### config.mk
export PLATFORM = sky130hd
export DESIGN_NAME = cntr_seq_ctrl
export DESIGN_NICKNAME = d
export VERILOG_FILES = /design/src/rtl/cntr_seq_ctrl.sv
export SDC_FILE = /design/constraint.sdc
export NUM_CORES = 1
export LEC_CHECK = 0
export CAP_MARGIN = 10
export CELL_PAD_IN_SITES_DETAIL_PLACEMENT = 0
export CELL_PAD_IN_SITES_GLOBAL_PLACEMENT = 1
export CORE_MARGIN = 2
export CORE_UTILIZATION = 38
export CTS_CLUSTER_DIAMETER = 50
export DETAILED_ROUTE_END_ITERATION = 6
export GPL_ROUTABILITY_DRIVEN = 0
export GPL_TIMING_DRIVEN = 0
export PLACE_DENSITY = 0.81
export SYNTH_ARGS = -nofsm -noshare
export SYNTH_HDL_FRONTEND = slang
export SYNTH_SLANG_ARGS = --single-unit
### constraint.sdc
create_clock -name clk -period 2.3 [get_ports clk]
set_input_delay 0.46 -clock clk [delete_from_list [all_inputs] [get_ports clk]]
set_output_delay 0.46 -clock clk [all_outputs]
set_load 0.005 [all_outputs]
### src/rtl/cntr_seq_ctrl.sv
// Sequenced up/down counter with one-shot or auto-reload operation, pause/hold,
// abort and terminal-count pulse. Every output comes straight from a flop.
module cntr_seq_ctrl #(
    parameter int unsigned WIDTH = 4
) (
    input  logic             clk,
    input  logic             rst,
    input  logic             start,
    input  logic             stop,
    input  logic             pause,
    input  logic             tick,
    input  logic             dir,
    input  logic             mode,
    input  logic [WIDTH-1:0] load_val,
    output logic [WIDTH-1:0] count,
    output logic             tc,
    output logic             done,
    output logic             busy,
    output logic [1:0]       state
);

    typedef enum logic [1:0] {
        IDLE = 2'b00,
        RUN  = 2'b01,
        HOLD = 2'b10,
        DONE = 2'b11
    } state_t;

    state_t           st;
    logic             dir_q;
    logic             mode_q;
    logic [WIDTH-1:0] lim_q;
    logic [WIDTH-1:0] term_val;
    logic [WIDTH-1:0] reload_val;
    logic             at_term;

    // Up counts 0 -> limit; down counts limit -> 0.
    assign term_val   = dir_q ? '0 : lim_q;
    assign reload_val = dir_q ? lim_q : '0;
    assign at_term    = (count == term_val);
    assign state      = st;

    always_ff @(posedge clk) begin
        if (rst) begin
            st     <= IDLE;
            count  <= '0;
            tc     <= 1'b0;
            done   <= 1'b0;
            busy   <= 1'b0;
            dir_q  <= 1'b0;
            mode_q <= 1'b0;
            lim_q  <= '0;
        end else begin
            tc <= 1'b0;
            case (st)
                IDLE, DONE: begin
                    // stop wins over a simultaneous start
                    if (start && !stop) begin
                        dir_q  <= dir;
                        mode_q <= mode;
                        lim_q  <= load_val;
                        count  <= dir ? load_val : '0;
                        st     <= RUN;
                        done   <= 1'b0;
                        busy   <= 1'b1;
                    end else if (stop && (st == DONE)) begin
                        st    <= IDLE;
                        count <= '0;
                        done  <= 1'b0;
                    end
                end
                RUN: begin
                    if (stop) begin
                        st    <= IDLE;
                        count <= '0;
                        busy  <= 1'b0;
                    end else if (pause) begin
                        st <= HOLD;
                    end else if (tick) begin
                        if (at_term) begin
                            tc <= 1'b1;
                            if (mode_q) begin
                                count <= reload_val;
                            end else begin
                                st   <= DONE;
                                busy <= 1'b0;
                                done <= 1'b1;
                            end
                        end else begin
                            count <= dir_q ? (count - WIDTH'(1)) : (count + WIDTH'(1));
                        end
                    end
                end
                HOLD: begin
                    if (stop) begin
                        st    <= IDLE;
                        count <= '0;
                        busy  <= 1'b0;
                    end else if (!pause) begin
                        st <= RUN;
                    end
                end
                default: begin
                    st <= IDLE;
                end
            endcase
        end
    end

endmodule

==> impl_metrics.toml, run 1 <==
[placed_design]
place_inst = 173
dp_hpwl_um = 1834
dpl_cell_area_um2 = 1299
portBuffers = 19

[sta]
setup_viol = 0
period_share = 0.8982
setup_tns_ns = 0
clock.fmax_mhz = 484.0
relSlewSlack = 0.6757
finalHoldViolations = 0
grt_setup_unrepaired = "false"
slew_viol_final = 0
fin_crit_ns = 2.066
fin_skew_ns = 0.003305
worst_pin_slew_ns = 0.4864
whs_ns = 0.4852

[cts]
clock_path_buffers = 2
path_clk_slew_ns = 0.09
cts_root_buf = "clkbuf_4"
clk_latency_ns = 0.29
cts_made_buffers = 3
cts_hold_buf = 0
htreeDepth = 1
clock_sinks = 15
cts_tree = "yes"

[pwr]
leakagePower_uw = 0.0005461
ir_worst_vdd_mv = 0.6636
power_density_nw_per_um2 = 890.3
total_power_uw = 1194

[floorplanning]
die-area_um2 = 3256
core_um2 = 2710
die_x_um = 57.06
std_cell_rows = 19
die_h_um = 57.06
start_util = 0.3947
ios = 21

[yosys]
synth_nets = 141
synth.distinct_cells = 40
synth-main-ff-cell = "dfxtp_1"
ys_seq_elements = 15
syn_inst = 123
avgSynthCellArea_um2 = 8.697
ys.warnings.count = 0
synthArstFlopShare = 0
syn_area_um2 = 1070
synth_edf_count = 0
ys_seq_area_frac = 0.2807

[grt]
grt_max_degree = 11
antenna_found_initial = 0
grt_pass1_wl_um = 4202
track_usage = 0.1645
gr-total-overflow = 0
grt_pass1_vias = 907

[route]
firstDrtPassIters = 4
wl_per_cell_um = 13.45
avgViaCountPerCell = 5.433
vias = 967
drc = 0
wirelength_um = 2394
drt_iter0_markers = 39
ant_nets = 0

[worst_setup_path]
worstPathMaxFanout = 10
path_class = "flip-flop to flip-flop"
reg2reg_slack_ns = 0.23
rr_startpoint = "state[0]"
crit_path_start_kind = "flip-flop"
reg2reg_to = "count[1]"
cp.required_ns = 2.51
reg2regPathDepth = 8
crit_arrival_ns = 2.27
worstSetupEndpointType = "flip-flop"

[worst_hold_path]
holdPathStages = 2
min_from = "done"
whs_endpoint = "done"
min_path_type = "flip-flop to flip-flop"

[cells_and_area]
drive_above_1_share = 0.09524
fin_nets = 166
fin_cells = 178
final_cell_area_um2 = 1341
diodes = 0
area_delta_synth_final_pct = 25.38

[status]
run_status = "completed"

[run]
maxCapViolCount = 0
## registers in the layout (all words and copies together), names as in the netlist
register  cells
state         2
dir_q         1
tc            1
count         4
lim_q         4
mode_q        1
done          1
busy          1
## cells in the final DEF, fill, tap and decap left out, types with 2 or more instances in the layout
cell,count
a311oi_2,2
nand3_1,4
dfxtp_1,15
a311oi_1,4
nand2_1,10
clkdlybuf4s50_1,19
xor2_1,3
o21ai_0,4
nand3b_1,2
clkbuf_1,3
a21oi_1,8
ha_1,5
inv_1,5
mux2i_1,10
clkbuf_4,3
nor2b_1,3
nand2b_1,6
nor2_1,13
mux2_1,2
and3_1,2
## synth_stat cells (2+ instances only)
cell      instances  area (um^2)
and3_1            2        12.51
a311oi_1          4        35.03
nor2b_1           3        18.77
nand2_1          10        37.54
inv_1             5        18.77
nor2_1           14        52.55
a311oi_2          2        30.03
ha_1              5        62.56
xor2_1            3        26.28
clkbuf_1          2        7.510
mux2i_1          10        100.1
nand2b_1          6        37.54
nand3b_1          2        15.01
a21oi_1           8        40.04
mux2_1            2        22.52
dfxtp_1          15        300.3
o21ai_0           4        20.02
nand3_1           4        20.02
## worst max-delay path, cell delays in order (launching register included)
cell      delay [ns]
dfxtp_1         0.43
inv_1           0.09
ha_1            0.29
buf_2           0.18
nor3b_4         0.18
buf_4           0.18
nand3_1         0.08
mux2_1          0.31
a311oi_1        0.24
## layer usage
metal	routed length, um	GRT usage
met5	0	0
met4	51	0.06977
met3	153	0.03175
met2	983	0.2332
met1	1206	0.2423
## power breakdown
group	switching (uW)	internal, uW
clock network	86.0	67.5
logic	320	325
registers	82.6	313
## cell type report
cell class | instances | area (um^2)
plain buffers | 4 | 23.77
inverters | 5 | 18.77
repair buffers | 20 | 197.7
well taps | 31 | 38.79
fillers | 281 | 1369
flip-flops and latches | 15 | 300.3
clock buffers | 4 | 26.28
multi-input cells | 99 | 735.7
## logic make-up after synthesis
family	share of synthesized area
and+or+nand+nor	0.2363
AOI/OAI and AO/OA	0.2187
DFF	0.2807
muxes	0.1146
buffers and inverters	0.03977
adders and majority gates	0.07719
xor gates and xnor gates	0.03275
## worst max-delay path by stage
stage / slack, ns / end / start
6_report: 0.23 / count[1] / state[0]
5_1_grt: 0.06 / count[1] / state[0]
4_1_cts: 0.07 / count[2] / state[0]
3_5_place_dp: 0.09 / count[2] / state[0]
3_3_place_gp: 0.12 / count[1] / state[0]
2_1_floorplan: 0.37 / count[1] / state[0]
## stage by stage
step | util | setup WS, ns
final | 0.4949 | 0.2340
after global placement | 0.4792 | 0.1231
after floorplan | - | 0.3730
after global routing | 0.4949 | 0.06344
after detailed placement | 0.4792 | 0.09462
after CTS | 0.4889 | 0.06934
## repair_timing
action | 4_1_cts | 5_1_grt
endpoints found under the setup margin | 0 | 3
setup buffers | 0 | 1
resized for setup | 0 | 2
Note: power is estimated with default switching activity, not from simulation.
==> inputs of run 2 (changes only) <==
- CTS_BUF_LIST: not set -> sky130_fd_sc_hd__clkbuf_8 sky130_fd_sc_hd__clkbuf_16
- HOLD_SLACK_MARGIN: not set -> 0.1
==> run 2 against run 1 <==
- global-route usage down 0.14 points
- maximum frequency up 0.29%
- combinational power about the same
- register-to-register slack about the same
- cell count unchanged
- non-clock buffer count unchanged
- critical path depth unchanged
- wire length up 0.29%
- sequential cell count unchanged
- via count up 0.21%
- die area unchanged
- critical endpoint unchanged
==> impl_metrics.toml, run 2 (synthesis results as in run 1) <==
[cells_and_area]
seqCellArea_um2 = 300.3
area_delta_synth_final_pct = 27.13
drive_above_1_share = 0.09524
multi_input_area_um2 = 735.7
fin_cells = 178
final_cell_mix = "19 x clkdlybuf4s50_1, 15 x dfxtp_1, 13 x nor2_1, 10 x mux2i_1, 10 x nand2_1"
fin_nets = 166
final_common_cell = "clkdlybuf4s50_1"
fillers = 279
diodes = 0

[grt]
use_met3 = 0.02494
antenna_found_initial = 0
grt_max_degree = 11
groute.layer.met1.usage = 0.2423
grt_pass1_wl_um = 4195
gr-usage-met2 = 0.2332
gr-total-overflow = 0
grt_pass1_vias = 906
busiest_layer = "met1"
track_usage = 0.1631

[sta]
setup_tns_ns = 0
whs_ns = 0.4810
relSlewSlack = 0.6741
grt_setup_unrepaired = "false"
setup_viol = 0
clock.fmax_mhz = 485.4
slew_viol_final = 0
fin_skew_ns = 0.002236
worst_pin_slew_ns = 0.4889
fin_crit_ns = 2.060
finalHoldViolations = 0
period_share = 0.8957

[route]
drt_iter0_markers = 33
ant_nets = 0
wl_per_cell_um = 13.49
avgViaCountPerCell = 5.444
firstDrtPassIters = 4
drc = 0
vias = 969
wirelength_um = 2401

[cts]
clock_sinks = 15
clk_latency_ns = 0.25
cts_hold_buf = 0
cts_tree = "yes"
clock_path_buffers = 2
cts_root_buf = "clkbuf_8"
htreeDepth = 1
path_clk_slew_ns = 0.06
cts_made_buffers = 3

[worst_setup_path]
worstSetupEndpointType = "flip-flop"
path_class = "flip-flop to flip-flop"
cp.required_ns = 2.46
crit_arrival_ns = 2.22
crit_path_start_kind = "flip-flop"
worstPathMaxFanout = 10

[run]
maxCapViolCount = 0

[placed_design]
portBuffers = 19
place_inst = 173
dp_hpwl_um = 1834

[pwr]
leakagePower_uw = 0.0005580
ir_worst_vdd_mv = 0.5633
total_power_uw = 1252
power_density_nw_per_um2 = 920.9

[status]
run_status = "completed"

[floorplanning]
std_cell_rows = 19
core_um2 = 2710
die_h_um = 57.06
start_util = 0.3947
ios = 21
die-area_um2 = 3256
die_x_um = 57.06

[worst_hold_path]
min_path_type = "flip-flop to flip-flop"
[run 2: report_power, final]
part	leakage [uW]	switching, uW	internal, uW	total [uW]
Combinational	0.000408	321	325	646
Clock	0.0000269	92.1	118	210
Sequential	0.000123	82.4	314	396
Total	0.000558	495	757	1250
[run 2: final timing paths]
kind / startpoint / to / slack [ns] / cells after the start
max: state[0] / count[1] / 0.24 / 8
min: done / done / 0.48 / 2
max reg2reg: state[0] / count[1] / 0.24 / 8
min reg2reg: done / done / 0.48 / 2
[run 2: what timing repair did]
| item | CTS | global route |
|---|---|---|
| setup buffers | 0 | 1 |
| hold endpoints to repair | 0 | 0 |
| gates resized for setup | 0 | 2 |
| setup endpoints to repair | 0 | 2 |
[run 2: per-layer routing]
layer / routed length (um) / vias to the layer above
met5: 0 / -
met4: 49 / 0
met3: 143 / 5
met2: 991 / 30
met1: 1216 / 437
li1: - / 497
[run 2: layout make-up]
cell class,instances,area share
Buffer,4,0.01748
Clock buffer,3,0.03036
Clock inverter,1,0.002760
Inverter,5,0.01380
Multi-Input combinational cell,99,0.5409
Sequential cell,15,0.2208
Tap cell,31,0.02852
Timing Repair Buffer,20,0.1454
[run 2: metrics by stage]
stage	cell area [um^2]	utilization	setup WS, ns
floorplan	1070	-	0.3730
global placement	1299	0.4792	0.1231
detailed placement	1299	0.4792	0.09462
CTS	1344	0.4958	0.07631
global route	1360	0.5018	0.07125
finish	1360	0.5018	0.2400
[run 2: worst max-delay path, stage by stage, from the launching register on]
cell and delay, ns:
dfxtp_1 0.42, inv_1 0.09, ha_1 0.28, buf_2 0.18, nor3b_4 0.18, buf_4 0.18
nand3_1 0.08, mux2_1 0.31, a311oi_1 0.24
